$ cat config.mk
export PLATFORM = sky130hd
export DESIGN_NAME = sirv_expl_axi_mst_flat
export DESIGN_NICKNAME = d
export VERILOG_FILES = /design/src/rtl/sirv_expl_axi_mst_pkg.sv /design/src/rtl/sirv_expl_axi_mst_if.sv /design/src/rtl/sirv_expl_axi_mst.sv /design/src/flat_wrapper.sv
export SDC_FILE = /design/constraint.sdc
export NUM_CORES = 1
export LEC_CHECK = 0
export CAP_MARGIN = 20
export CORE_AREA = 2 2 117 119
export CTS_CLUSTER_DIAMETER = 120
export CTS_CLUSTER_SIZE = 10
export DETAILED_ROUTE_END_ITERATION = 7
export DIE_AREA = 0 0 119 121
export DONT_BUFFER_PORTS = 1
export GPL_TIMING_DRIVEN = 0
export PLACE_DENSITY = 0.46
export SETUP_SLACK_MARGIN = 0.1
export SYNTH_ARGS = -nofsm -noshare
export SYNTH_HDL_FRONTEND = slang
export SYNTH_SLANG_ARGS = --single-unit
$ cat constraint.sdc
create_clock -name clk -period 1.6 [get_ports clk]
set_input_delay 0.32 -clock clk [delete_from_list [all_inputs] [get_ports clk]]
set_output_delay 0.32 -clock clk [all_outputs]
set_load 0.02 [all_outputs]
$ cat src/rtl/sirv_expl_axi_mst_pkg.sv
// Shared FSM encoding and AXI protocol constants for the example AXI master.
// Pure declarations; no timing or backpressure of its own.
package sirv_expl_axi_mst_pkg;

  typedef enum logic [2:0] {
    ST_IDLE = 3'd0,
    ST_AR   = 3'd1,
    ST_RD   = 3'd2,
    ST_AW   = 3'd3,
    ST_WR   = 3'd4,
    ST_BR   = 3'd5
  } mst_state_e;

  localparam logic [1:0] AXI_BURST_INCR = 2'b01;
  localparam logic [1:0] AXI_RESP_OKAY  = 2'b00;
  localparam logic [1:0] AXI_RESP_SLVERR = 2'b10;
  localparam logic [1:0] AXI_RESP_DECERR = 2'b11;

  function automatic logic [2:0] axi_size(input int dw);
    return 3'($clog2(dw / 8));
  endfunction

  // SLVERR and DECERR are exactly the responses with resp[1] set.
  function automatic logic resp_is_err(input logic [1:0] resp);
    return (resp == AXI_RESP_SLVERR) || (resp == AXI_RESP_DECERR);
  endfunction

endpackage

$ cat src/rtl/sirv_expl_axi_mst_if.sv
// Command/write-data/response side plus AXI master-side bus of the example AXI master.
// mst is the initiator's view; slv is the view of whoever drives commands and models the slave.
interface sirv_expl_axi_mst_if #(
  parameter int AW = 32,
  parameter int DW = 32
);
  logic            cmd_valid, cmd_ready, cmd_read;
  logic [AW-1:0]   cmd_addr;
  logic [3:0]      cmd_len;
  logic            wd_valid, wd_ready;
  logic [DW-1:0]   wd_data;
  logic [DW/8-1:0] wd_strb;
  logic            rsp_valid, rsp_ready, rsp_err, rsp_last;
  logic [DW-1:0]   rsp_rdata;
  logic            proto_err;

  logic            axi_arvalid, axi_arready;
  logic [AW-1:0]   axi_araddr;
  logic [3:0]      axi_arlen, axi_arcache;
  logic [2:0]      axi_arsize, axi_arprot;
  logic [1:0]      axi_arburst, axi_arlock;
  logic            axi_awvalid, axi_awready;
  logic [AW-1:0]   axi_awaddr;
  logic [3:0]      axi_awlen, axi_awcache;
  logic [2:0]      axi_awsize, axi_awprot;
  logic [1:0]      axi_awburst, axi_awlock;
  logic            axi_wvalid, axi_wready, axi_wlast;
  logic [DW-1:0]   axi_wdata;
  logic [DW/8-1:0] axi_wstrb;
  logic            axi_rvalid, axi_rready, axi_rlast;
  logic [DW-1:0]   axi_rdata;
  logic [1:0]      axi_rresp;
  logic            axi_bvalid, axi_bready;
  logic [1:0]      axi_bresp;

  modport mst (
    input  cmd_valid, cmd_read, cmd_addr, cmd_len, wd_valid, wd_data, wd_strb, rsp_ready,
           axi_arready, axi_awready, axi_wready, axi_rvalid, axi_rdata, axi_rresp, axi_rlast,
           axi_bvalid, axi_bresp,
    output cmd_ready, wd_ready, rsp_valid, rsp_rdata, rsp_err, rsp_last, proto_err,
           axi_arvalid, axi_araddr, axi_arlen, axi_arsize, axi_arburst, axi_arcache,
           axi_arprot, axi_arlock, axi_awvalid, axi_awaddr, axi_awlen, axi_awsize,
           axi_awburst, axi_awcache, axi_awprot, axi_awlock, axi_wvalid, axi_wdata,
           axi_wstrb, axi_wlast, axi_rready, axi_bready
  );

  modport slv (
    output cmd_valid, cmd_read, cmd_addr, cmd_len, wd_valid, wd_data, wd_strb, rsp_ready,
           axi_arready, axi_awready, axi_wready, axi_rvalid, axi_rdata, axi_rresp, axi_rlast,
           axi_bvalid, axi_bresp,
    input  cmd_ready, wd_ready, rsp_valid, rsp_rdata, rsp_err, rsp_last, proto_err,
           axi_arvalid, axi_araddr, axi_arlen, axi_arsize, axi_arburst, axi_arcache,
           axi_arprot, axi_arlock, axi_awvalid, axi_awaddr, axi_awlen, axi_awsize,
           axi_awburst, axi_awcache, axi_awprot, axi_awlock, axi_wvalid, axi_wdata,
           axi_wstrb, axi_wlast, axi_rready, axi_bready
  );
endinterface

$ cat src/rtl/sirv_expl_axi_mst.sv
// Single-outstanding AXI3 INCR master; AR/AW one cycle after cmd accept, cmd_ready one cycle after final R/B.
// rsp_ready drives rready/bready and wd_valid drives wvalid directly, so stalls on either side propagate with no buffering.
module sirv_expl_axi_mst
  import sirv_expl_axi_mst_pkg::*;
#(
  parameter int AW = 32,
  parameter int DW = 32
) (
  input logic             clk,
  input logic             rst,
  sirv_expl_axi_mst_if.mst bus
);

  mst_state_e    state, nxt;
  logic [3:0]    cnt, len_q;
  logic [AW-1:0] addr_q;
  logic          proto_q;
  logic          last, r_hs, w_hs;

  assign last = (cnt == len_q);
  assign r_hs = (state == ST_RD) && bus.axi_rvalid && bus.rsp_ready;
  assign w_hs = (state == ST_WR) && bus.wd_valid && bus.axi_wready;

  assign bus.axi_araddr  = addr_q;
  assign bus.axi_arlen   = len_q;
  assign bus.axi_arsize  = axi_size(DW);
  assign bus.axi_arburst = AXI_BURST_INCR;
  assign bus.axi_arcache = 4'b0000;
  assign bus.axi_arprot  = 3'b000;
  assign bus.axi_arlock  = 2'b00;
  assign bus.axi_awaddr  = addr_q;
  assign bus.axi_awlen   = len_q;
  assign bus.axi_awsize  = axi_size(DW);
  assign bus.axi_awburst = AXI_BURST_INCR;
  assign bus.axi_awcache = 4'b0000;
  assign bus.axi_awprot  = 3'b000;
  assign bus.axi_awlock  = 2'b00;
  assign bus.axi_wdata   = bus.wd_data;
  assign bus.axi_wstrb   = bus.wd_strb;
  assign bus.proto_err   = proto_q;

  always_ff @(posedge clk) begin
    if (rst) begin
      state   <= ST_IDLE;
      cnt     <= 4'd0;
      len_q   <= 4'd0;
      addr_q  <= '0;
      proto_q <= 1'b0;
    end else begin
      state <= nxt;
      if (state == ST_IDLE && bus.cmd_valid) begin
        addr_q <= bus.cmd_addr;
        len_q  <= bus.cmd_len;
      end
      if (r_hs || w_hs) cnt <= last ? 4'd0 : cnt + 4'd1;
      if (r_hs && (bus.axi_rlast != last)) proto_q <= 1'b1;
    end
  end

  always_comb begin
    nxt             = state;
    bus.cmd_ready   = 1'b0;
    bus.wd_ready    = 1'b0;
    bus.rsp_valid   = 1'b0;
    bus.rsp_rdata   = '0;
    bus.rsp_err     = 1'b0;
    bus.rsp_last    = 1'b0;
    bus.axi_arvalid = 1'b0;
    bus.axi_awvalid = 1'b0;
    bus.axi_wvalid  = 1'b0;
    bus.axi_wlast   = 1'b0;
    bus.axi_rready  = 1'b0;
    bus.axi_bready  = 1'b0;
    unique case (state)
      ST_IDLE: begin
        // Held low during reset so a command offered then is not seen as accepted.
        bus.cmd_ready = !rst;
        if (bus.cmd_valid) nxt = bus.cmd_read ? ST_AR : ST_AW;
      end
      ST_AR: begin
        bus.axi_arvalid = 1'b1;
        if (bus.axi_arready) nxt = ST_RD;
      end
      ST_RD: begin
        bus.axi_rready = bus.rsp_ready;
        bus.rsp_valid  = bus.axi_rvalid;
        bus.rsp_rdata  = bus.axi_rdata;
        bus.rsp_err    = resp_is_err(bus.axi_rresp);
        bus.rsp_last   = last;
        if (r_hs && last) nxt = ST_IDLE;
      end
      ST_AW: begin
        bus.axi_awvalid = 1'b1;
        if (bus.axi_awready) nxt = ST_WR;
      end
      ST_WR: begin
        bus.axi_wvalid = bus.wd_valid;
        bus.wd_ready   = bus.axi_wready;
        bus.axi_wlast  = last;
        if (w_hs && last) nxt = ST_BR;
      end
      ST_BR: begin
        bus.axi_bready = bus.rsp_ready;
        bus.rsp_valid  = bus.axi_bvalid;
        bus.rsp_err    = resp_is_err(bus.axi_bresp);
        bus.rsp_last   = 1'b1;
        if (bus.axi_bvalid && bus.rsp_ready) nxt = ST_IDLE;
      end
      default: nxt = ST_IDLE;
    endcase
  end

endmodule

$ cat src/flat_wrapper.sv
// flat-port wrapper written by rule: the top's interface ports become plain ports
module sirv_expl_axi_mst_flat import sirv_expl_axi_mst_pkg::*;
#(
  parameter int AW = 32,
  parameter int DW = 32
)
  (clk, rst, bus_cmd_valid, bus_cmd_read, bus_cmd_addr, bus_cmd_len, bus_wd_valid, bus_wd_data, bus_wd_strb, bus_rsp_ready, bus_axi_arready, bus_axi_awready, bus_axi_wready, bus_axi_rvalid, bus_axi_rdata, bus_axi_rresp, bus_axi_rlast, bus_axi_bvalid, bus_axi_bresp, bus_cmd_ready, bus_wd_ready, bus_rsp_valid, bus_rsp_rdata, bus_rsp_err, bus_rsp_last, bus_proto_err, bus_axi_arvalid, bus_axi_araddr, bus_axi_arlen, bus_axi_arsize, bus_axi_arburst, bus_axi_arcache, bus_axi_arprot, bus_axi_arlock, bus_axi_awvalid, bus_axi_awaddr, bus_axi_awlen, bus_axi_awsize, bus_axi_awburst, bus_axi_awcache, bus_axi_awprot, bus_axi_awlock, bus_axi_wvalid, bus_axi_wdata, bus_axi_wstrb, bus_axi_wlast, bus_axi_rready, bus_axi_bready);
  sirv_expl_axi_mst_if #(.AW(AW), .DW(DW)) bus_i ();
  input logic clk;
  input logic rst;
  input wire logic [$bits(bus_i.cmd_valid)-1:0] bus_cmd_valid;
  input wire logic [$bits(bus_i.cmd_read)-1:0] bus_cmd_read;
  input wire logic [$bits(bus_i.cmd_addr)-1:0] bus_cmd_addr;
  input wire logic [$bits(bus_i.cmd_len)-1:0] bus_cmd_len;
  input wire logic [$bits(bus_i.wd_valid)-1:0] bus_wd_valid;
  input wire logic [$bits(bus_i.wd_data)-1:0] bus_wd_data;
  input wire logic [$bits(bus_i.wd_strb)-1:0] bus_wd_strb;
  input wire logic [$bits(bus_i.rsp_ready)-1:0] bus_rsp_ready;
  input wire logic [$bits(bus_i.axi_arready)-1:0] bus_axi_arready;
  input wire logic [$bits(bus_i.axi_awready)-1:0] bus_axi_awready;
  input wire logic [$bits(bus_i.axi_wready)-1:0] bus_axi_wready;
  input wire logic [$bits(bus_i.axi_rvalid)-1:0] bus_axi_rvalid;
  input wire logic [$bits(bus_i.axi_rdata)-1:0] bus_axi_rdata;
  input wire logic [$bits(bus_i.axi_rresp)-1:0] bus_axi_rresp;
  input wire logic [$bits(bus_i.axi_rlast)-1:0] bus_axi_rlast;
  input wire logic [$bits(bus_i.axi_bvalid)-1:0] bus_axi_bvalid;
  input wire logic [$bits(bus_i.axi_bresp)-1:0] bus_axi_bresp;
  output wire logic [$bits(bus_i.cmd_ready)-1:0] bus_cmd_ready;
  output wire logic [$bits(bus_i.wd_ready)-1:0] bus_wd_ready;
  output wire logic [$bits(bus_i.rsp_valid)-1:0] bus_rsp_valid;
  output wire logic [$bits(bus_i.rsp_rdata)-1:0] bus_rsp_rdata;
  output wire logic [$bits(bus_i.rsp_err)-1:0] bus_rsp_err;
  output wire logic [$bits(bus_i.rsp_last)-1:0] bus_rsp_last;
  output wire logic [$bits(bus_i.proto_err)-1:0] bus_proto_err;
  output wire logic [$bits(bus_i.axi_arvalid)-1:0] bus_axi_arvalid;
  output wire logic [$bits(bus_i.axi_araddr)-1:0] bus_axi_araddr;
  output wire logic [$bits(bus_i.axi_arlen)-1:0] bus_axi_arlen;
  output wire logic [$bits(bus_i.axi_arsize)-1:0] bus_axi_arsize;
  output wire logic [$bits(bus_i.axi_arburst)-1:0] bus_axi_arburst;
  output wire logic [$bits(bus_i.axi_arcache)-1:0] bus_axi_arcache;
  output wire logic [$bits(bus_i.axi_arprot)-1:0] bus_axi_arprot;
  output wire logic [$bits(bus_i.axi_arlock)-1:0] bus_axi_arlock;
  output wire logic [$bits(bus_i.axi_awvalid)-1:0] bus_axi_awvalid;
  output wire logic [$bits(bus_i.axi_awaddr)-1:0] bus_axi_awaddr;
  output wire logic [$bits(bus_i.axi_awlen)-1:0] bus_axi_awlen;
  output wire logic [$bits(bus_i.axi_awsize)-1:0] bus_axi_awsize;
  output wire logic [$bits(bus_i.axi_awburst)-1:0] bus_axi_awburst;
  output wire logic [$bits(bus_i.axi_awcache)-1:0] bus_axi_awcache;
  output wire logic [$bits(bus_i.axi_awprot)-1:0] bus_axi_awprot;
  output wire logic [$bits(bus_i.axi_awlock)-1:0] bus_axi_awlock;
  output wire logic [$bits(bus_i.axi_wvalid)-1:0] bus_axi_wvalid;
  output wire logic [$bits(bus_i.axi_wdata)-1:0] bus_axi_wdata;
  output wire logic [$bits(bus_i.axi_wstrb)-1:0] bus_axi_wstrb;
  output wire logic [$bits(bus_i.axi_wlast)-1:0] bus_axi_wlast;
  output wire logic [$bits(bus_i.axi_rready)-1:0] bus_axi_rready;
  output wire logic [$bits(bus_i.axi_bready)-1:0] bus_axi_bready;
  assign bus_i.cmd_valid = bus_cmd_valid;
  assign bus_i.cmd_read = bus_cmd_read;
  assign bus_i.cmd_addr = bus_cmd_addr;
  assign bus_i.cmd_len = bus_cmd_len;
  assign bus_i.wd_valid = bus_wd_valid;
  assign bus_i.wd_data = bus_wd_data;
  assign bus_i.wd_strb = bus_wd_strb;
  assign bus_i.rsp_ready = bus_rsp_ready;
  assign bus_i.axi_arready = bus_axi_arready;
  assign bus_i.axi_awready = bus_axi_awready;
  assign bus_i.axi_wready = bus_axi_wready;
  assign bus_i.axi_rvalid = bus_axi_rvalid;
  assign bus_i.axi_rdata = bus_axi_rdata;
  assign bus_i.axi_rresp = bus_axi_rresp;
  assign bus_i.axi_rlast = bus_axi_rlast;
  assign bus_i.axi_bvalid = bus_axi_bvalid;
  assign bus_i.axi_bresp = bus_axi_bresp;
  assign bus_cmd_ready = bus_i.cmd_ready;
  assign bus_wd_ready = bus_i.wd_ready;
  assign bus_rsp_valid = bus_i.rsp_valid;
  assign bus_rsp_rdata = bus_i.rsp_rdata;
  assign bus_rsp_err = bus_i.rsp_err;
  assign bus_rsp_last = bus_i.rsp_last;
  assign bus_proto_err = bus_i.proto_err;
  assign bus_axi_arvalid = bus_i.axi_arvalid;
  assign bus_axi_araddr = bus_i.axi_araddr;
  assign bus_axi_arlen = bus_i.axi_arlen;
  assign bus_axi_arsize = bus_i.axi_arsize;
  assign bus_axi_arburst = bus_i.axi_arburst;
  assign bus_axi_arcache = bus_i.axi_arcache;
  assign bus_axi_arprot = bus_i.axi_arprot;
  assign bus_axi_arlock = bus_i.axi_arlock;
  assign bus_axi_awvalid = bus_i.axi_awvalid;
  assign bus_axi_awaddr = bus_i.axi_awaddr;
  assign bus_axi_awlen = bus_i.axi_awlen;
  assign bus_axi_awsize = bus_i.axi_awsize;
  assign bus_axi_awburst = bus_i.axi_awburst;
  assign bus_axi_awcache = bus_i.axi_awcache;
  assign bus_axi_awprot = bus_i.axi_awprot;
  assign bus_axi_awlock = bus_i.axi_awlock;
  assign bus_axi_wvalid = bus_i.axi_wvalid;
  assign bus_axi_wdata = bus_i.axi_wdata;
  assign bus_axi_wstrb = bus_i.axi_wstrb;
  assign bus_axi_wlast = bus_i.axi_wlast;
  assign bus_axi_rready = bus_i.axi_rready;
  assign bus_axi_bready = bus_i.axi_bready;
  sirv_expl_axi_mst #(.AW(AW), .DW(DW)) u_core (.clk(clk), .rst(rst), .bus(bus_i));
endmodule
==> results.sh <==
export IMPL_critPathCaptureType="output pin"
export IMPL_final_core_util=0.359
export IMPL_worst_pin_slew_ns=0.748
export IMPL_power_total_mw=8.19
export IMPL_dpl_cell_count=581
export IMPL_use_met3=0.0522
export IMPL_yosysSeqAreaShare=0.301
export IMPL_chipWidth_um=119
export IMPL_grt_usage=0.136
export IMPL_relSlewSlack=0.501
export IMPL_start_util=0.224
export IMPL_ant_nets=0
export IMPL_path_class="register to output pin"
export IMPL_timing_final_ws_setup_ns=-0.0802
export IMPL_synth_mux_area_frac=0.00385
export IMPL_r2r_cells=7
export IMPL_peakVddDrop_uv=612
export IMPL_rsz0062_at_grt="true"
export IMPL_syn_cell_area_mm2=0.00293
export IMPL_drt_iter0_drc=49
export IMPL_hold_depth=2
export IMPL_slew_violations=0
export IMPL_die_y_um=121
export IMPL_violations="negative setup slack"
export IMPL_routed_via_density=4.44
export IMPL_cts_tree="yes"
export IMPL_fmax_ghz=0.595
export IMPL_cts_root_buffer="clkbuf_16"
export IMPL_final_setup_skew_ns=0.00518
export IMPL_status="finished with violations"
export IMPL_htreeDepth=2
export IMPL_hold_path_class="primary input to register"
export IMPL_grt_busiest_layer="met2"
export IMPL_grt_pass1_wl_mm=14.9
export IMPL_gp_congestion=0.851
export IMPL_core_area_mm2=0.0131
export IMPL_async_flop_share=0
export IMPL_fin_area_mm2=0.00470
export IMPL_layout_min_cycle_time_ns=1.68
export IMPL_regArea_um2=902
export IMPL_dpl_hpwl_mm=8.17
export IMPL_areaGrowthSynthToFinish_pct=60.5
export IMPL_finalSetupViolCount=36
export IMPL_maxCapViolCount=0
export IMPL_numCtsBuffers=5
export IMPL_synth_simple_area_share=0.247
export IMPL_met2_usage=0.257
export IMPL_yosysWarnings=0
export IMPL_nNetsFinal=563
export IMPL_synth_edf_count=0
export IMPL_grt_start_max_net_pins=15
export IMPL_multi_input_area_mm2=0.00200
export IMPL_grt_pass1_vias=2579
export IMPL_synth_xor_xnor_area_share=0.0150
export IMPL_drive_gt1_frac=0.695
export IMPL_ios=300
export IMPL_drcViolationCount=0
export IMPL_hold_violations=0
export IMPL_portBuffers=0
export IMPL_min_period_over_period=1.05
export IMPL_required_ns=1.28
export IMPL_dr_pass1_iters=4
export IMPL_insertion_delay_ns=0.29
export IMPL_grtUsageMet1=0.125
export IMPL_synth_avg_cell_area_um2=7.73
export IMPL_synth_compound_area_share=0.121
export IMPL_ys_flop_type="dfxtp_1"
export IMPL_synth_cell_type_count=41
export IMPL_place_area_mm2=0.00326
export IMPL_cts_max_path_buffers=2
export IMPL_ys_seq_elements=44
export IMPL_fp_dieArea_mm2=0.0144
export IMPL_std_cell_rows=42
export IMPL_cp_arrival_ns=1.36
export IMPL_fin_cells=621
export IMPL_worstSetupStartpointType="register"
export IMPL_routed_wl_mm=10.8
export IMPL_synthAdderAreaFrac=0.00427
export IMPL_antenna_found_initial=1
export IMPL_cp_max_fo=9
export IMPL_synthCells=379
export IMPL_clk_pin_slew_ns=0.07
export IMPL_overflow=0
export IMPL_pwr_density_cell_mw_per_mm2=1740
export IMPL_wl_per_cell_um=17.4
export IMPL_vias=2756
export IMPL_fillerInstances=1323
export IMPL_numClockSinks=44
export IMPL_p_leak_nw=2.10
export IMPL_synth_top_family_by_area="buffers and inverters"
export IMPL_dp_slack_ns=-0.120
-- area by class of cell --
class / instances / share of cell area
Inverter: 2 / 0.00160
Antenna cell: 2 / 0.00106
Buffer: 123 / 0.217
Timing Repair Buffer: 29 / 0.0775
Tap cell: 176 / 0.0469
Multi-Input combinational cell: 237 / 0.427
Clock inverter: 2 / 0.00825
Sequential cell: 44 / 0.192
Clock buffer: 6 / 0.0296
-- cells in the mapped netlist, types with 2 or more instances --
library cell  number  area [µm²]
conb_1             2        7.51
nand4_1            3        18.8
and2_1             3        18.8
inv_1              2        7.51
o21ai_0            2        10.0
buf_4            104         781
nor2_2             2        12.5
buf_2              3        15.0
xnor2_1            5        43.8
o31ai_1            2        15.0
nor3_1             4        20.0
dfxtp_1           44         881
o22ai_1            2        12.5
a21o_1             2        15.0
a21oi_1           40         200
nor2_1             9        33.8
clkbuf_1          12        45.0
a21oi_2            2        17.5
and2_2             2        15.0
and3_1            33         206
nand2_1           77         289
buf_6              4        45.0
nor4_1             2        12.5
-- critical path, cell delays in order, from the launching register on --
cell,delay (ns)
dfxtp_2,0.32
buf_6,0.13
nor2_4,0.12
buf_12,0.14
clkbuf_16,0.14
and3_4,0.22
-- layout by cell type (no fill, tap or decap), drive strengths merged, types with 5 or more instances in the layout --
cell type,count
buf,139
nand2,77
dfxtp,44
a21oi,42
and3,33
conb,28
clkbuf,19
nor2,12
and2,6
xnor2,5
nor3,5
-- cells by family after synthesis --
logic type                 after synthesis
other                                    2
buffers and inverters                  125
xor gates and xnor gates                 5
adders and majority gates                1
DFF                                     44
AOI/OAI and AO/OA                       57
muxes                                    1
and+or+nand+nor                        144
-- per-layer routing --
metal  wire length (µm)  vias to the layer above
li1                   -                     1265
met1               3210                     1288
met2               6010                      181
met3               1080                       22
met4                519                        0
met5                  0                        -
-- path summary, 6_finish.rpt --
| path | start | end | slack (ns) |
|---|---|---|---|
| worst max-delay path | u_core.state[2] | bus_rsp_rdata[18] | -0.08 |
| worst min register to register | u_core.bus.axi_arlen[1] | u_core.bus.axi_arlen[1] | 0.54 |
| worst max register to register | u_core.bus.axi_arlen[1] | u_core.state[2] | 0.05 |
| worst min-delay path | bus_cmd_addr[13] | u_core.bus.axi_araddr[13] | 0.14 |
-- stage by stage --
| stage | setup TNS [ns] | hold slack (ns) |
|---|---|---|
| 6_report | -2.26 | 0.141 |
| 5_1_grt | -3.88 | 0.129 |
| 4_1_cts | -3.20 | 0.149 |
| 3_5_place_dp | -2.12 | 0.462 |
| 3_3_place_gp | -1.20 | 0.458 |
| 2_1_floorplan | 0 | 0.456 |
-- repair_timing --
action,4_1_cts,5_1_grt
hold endpoints to repair,0,0
setup buffers,14,10
pin swaps,20,93
gates resized for setup,127,148
endpoints found under the setup margin,81,87
hold buffers,0,0
cloned,2,5
-- power by group --
| part | switching, mW | internal [mW] |
|---|---|---|
| combinational | 2.68 | 2.56 |
| clock | 0.440 | 0.782 |
| sequential | 0.410 | 1.32 |
| total | 3.53 | 4.66 |
-- sequential cells by signal, indices dropped and copies added (netlist names) --
| name | count |
|---|---|
| u_core.state | 3 |
| u_core.bus.axi_araddr | 32 |
| u_core.bus.proto_err | 1 |
| u_core.cnt | 4 |
| u_core.bus.axi_arlen | 4 |
No activity file was read; power rests on OpenSTA's default activity.
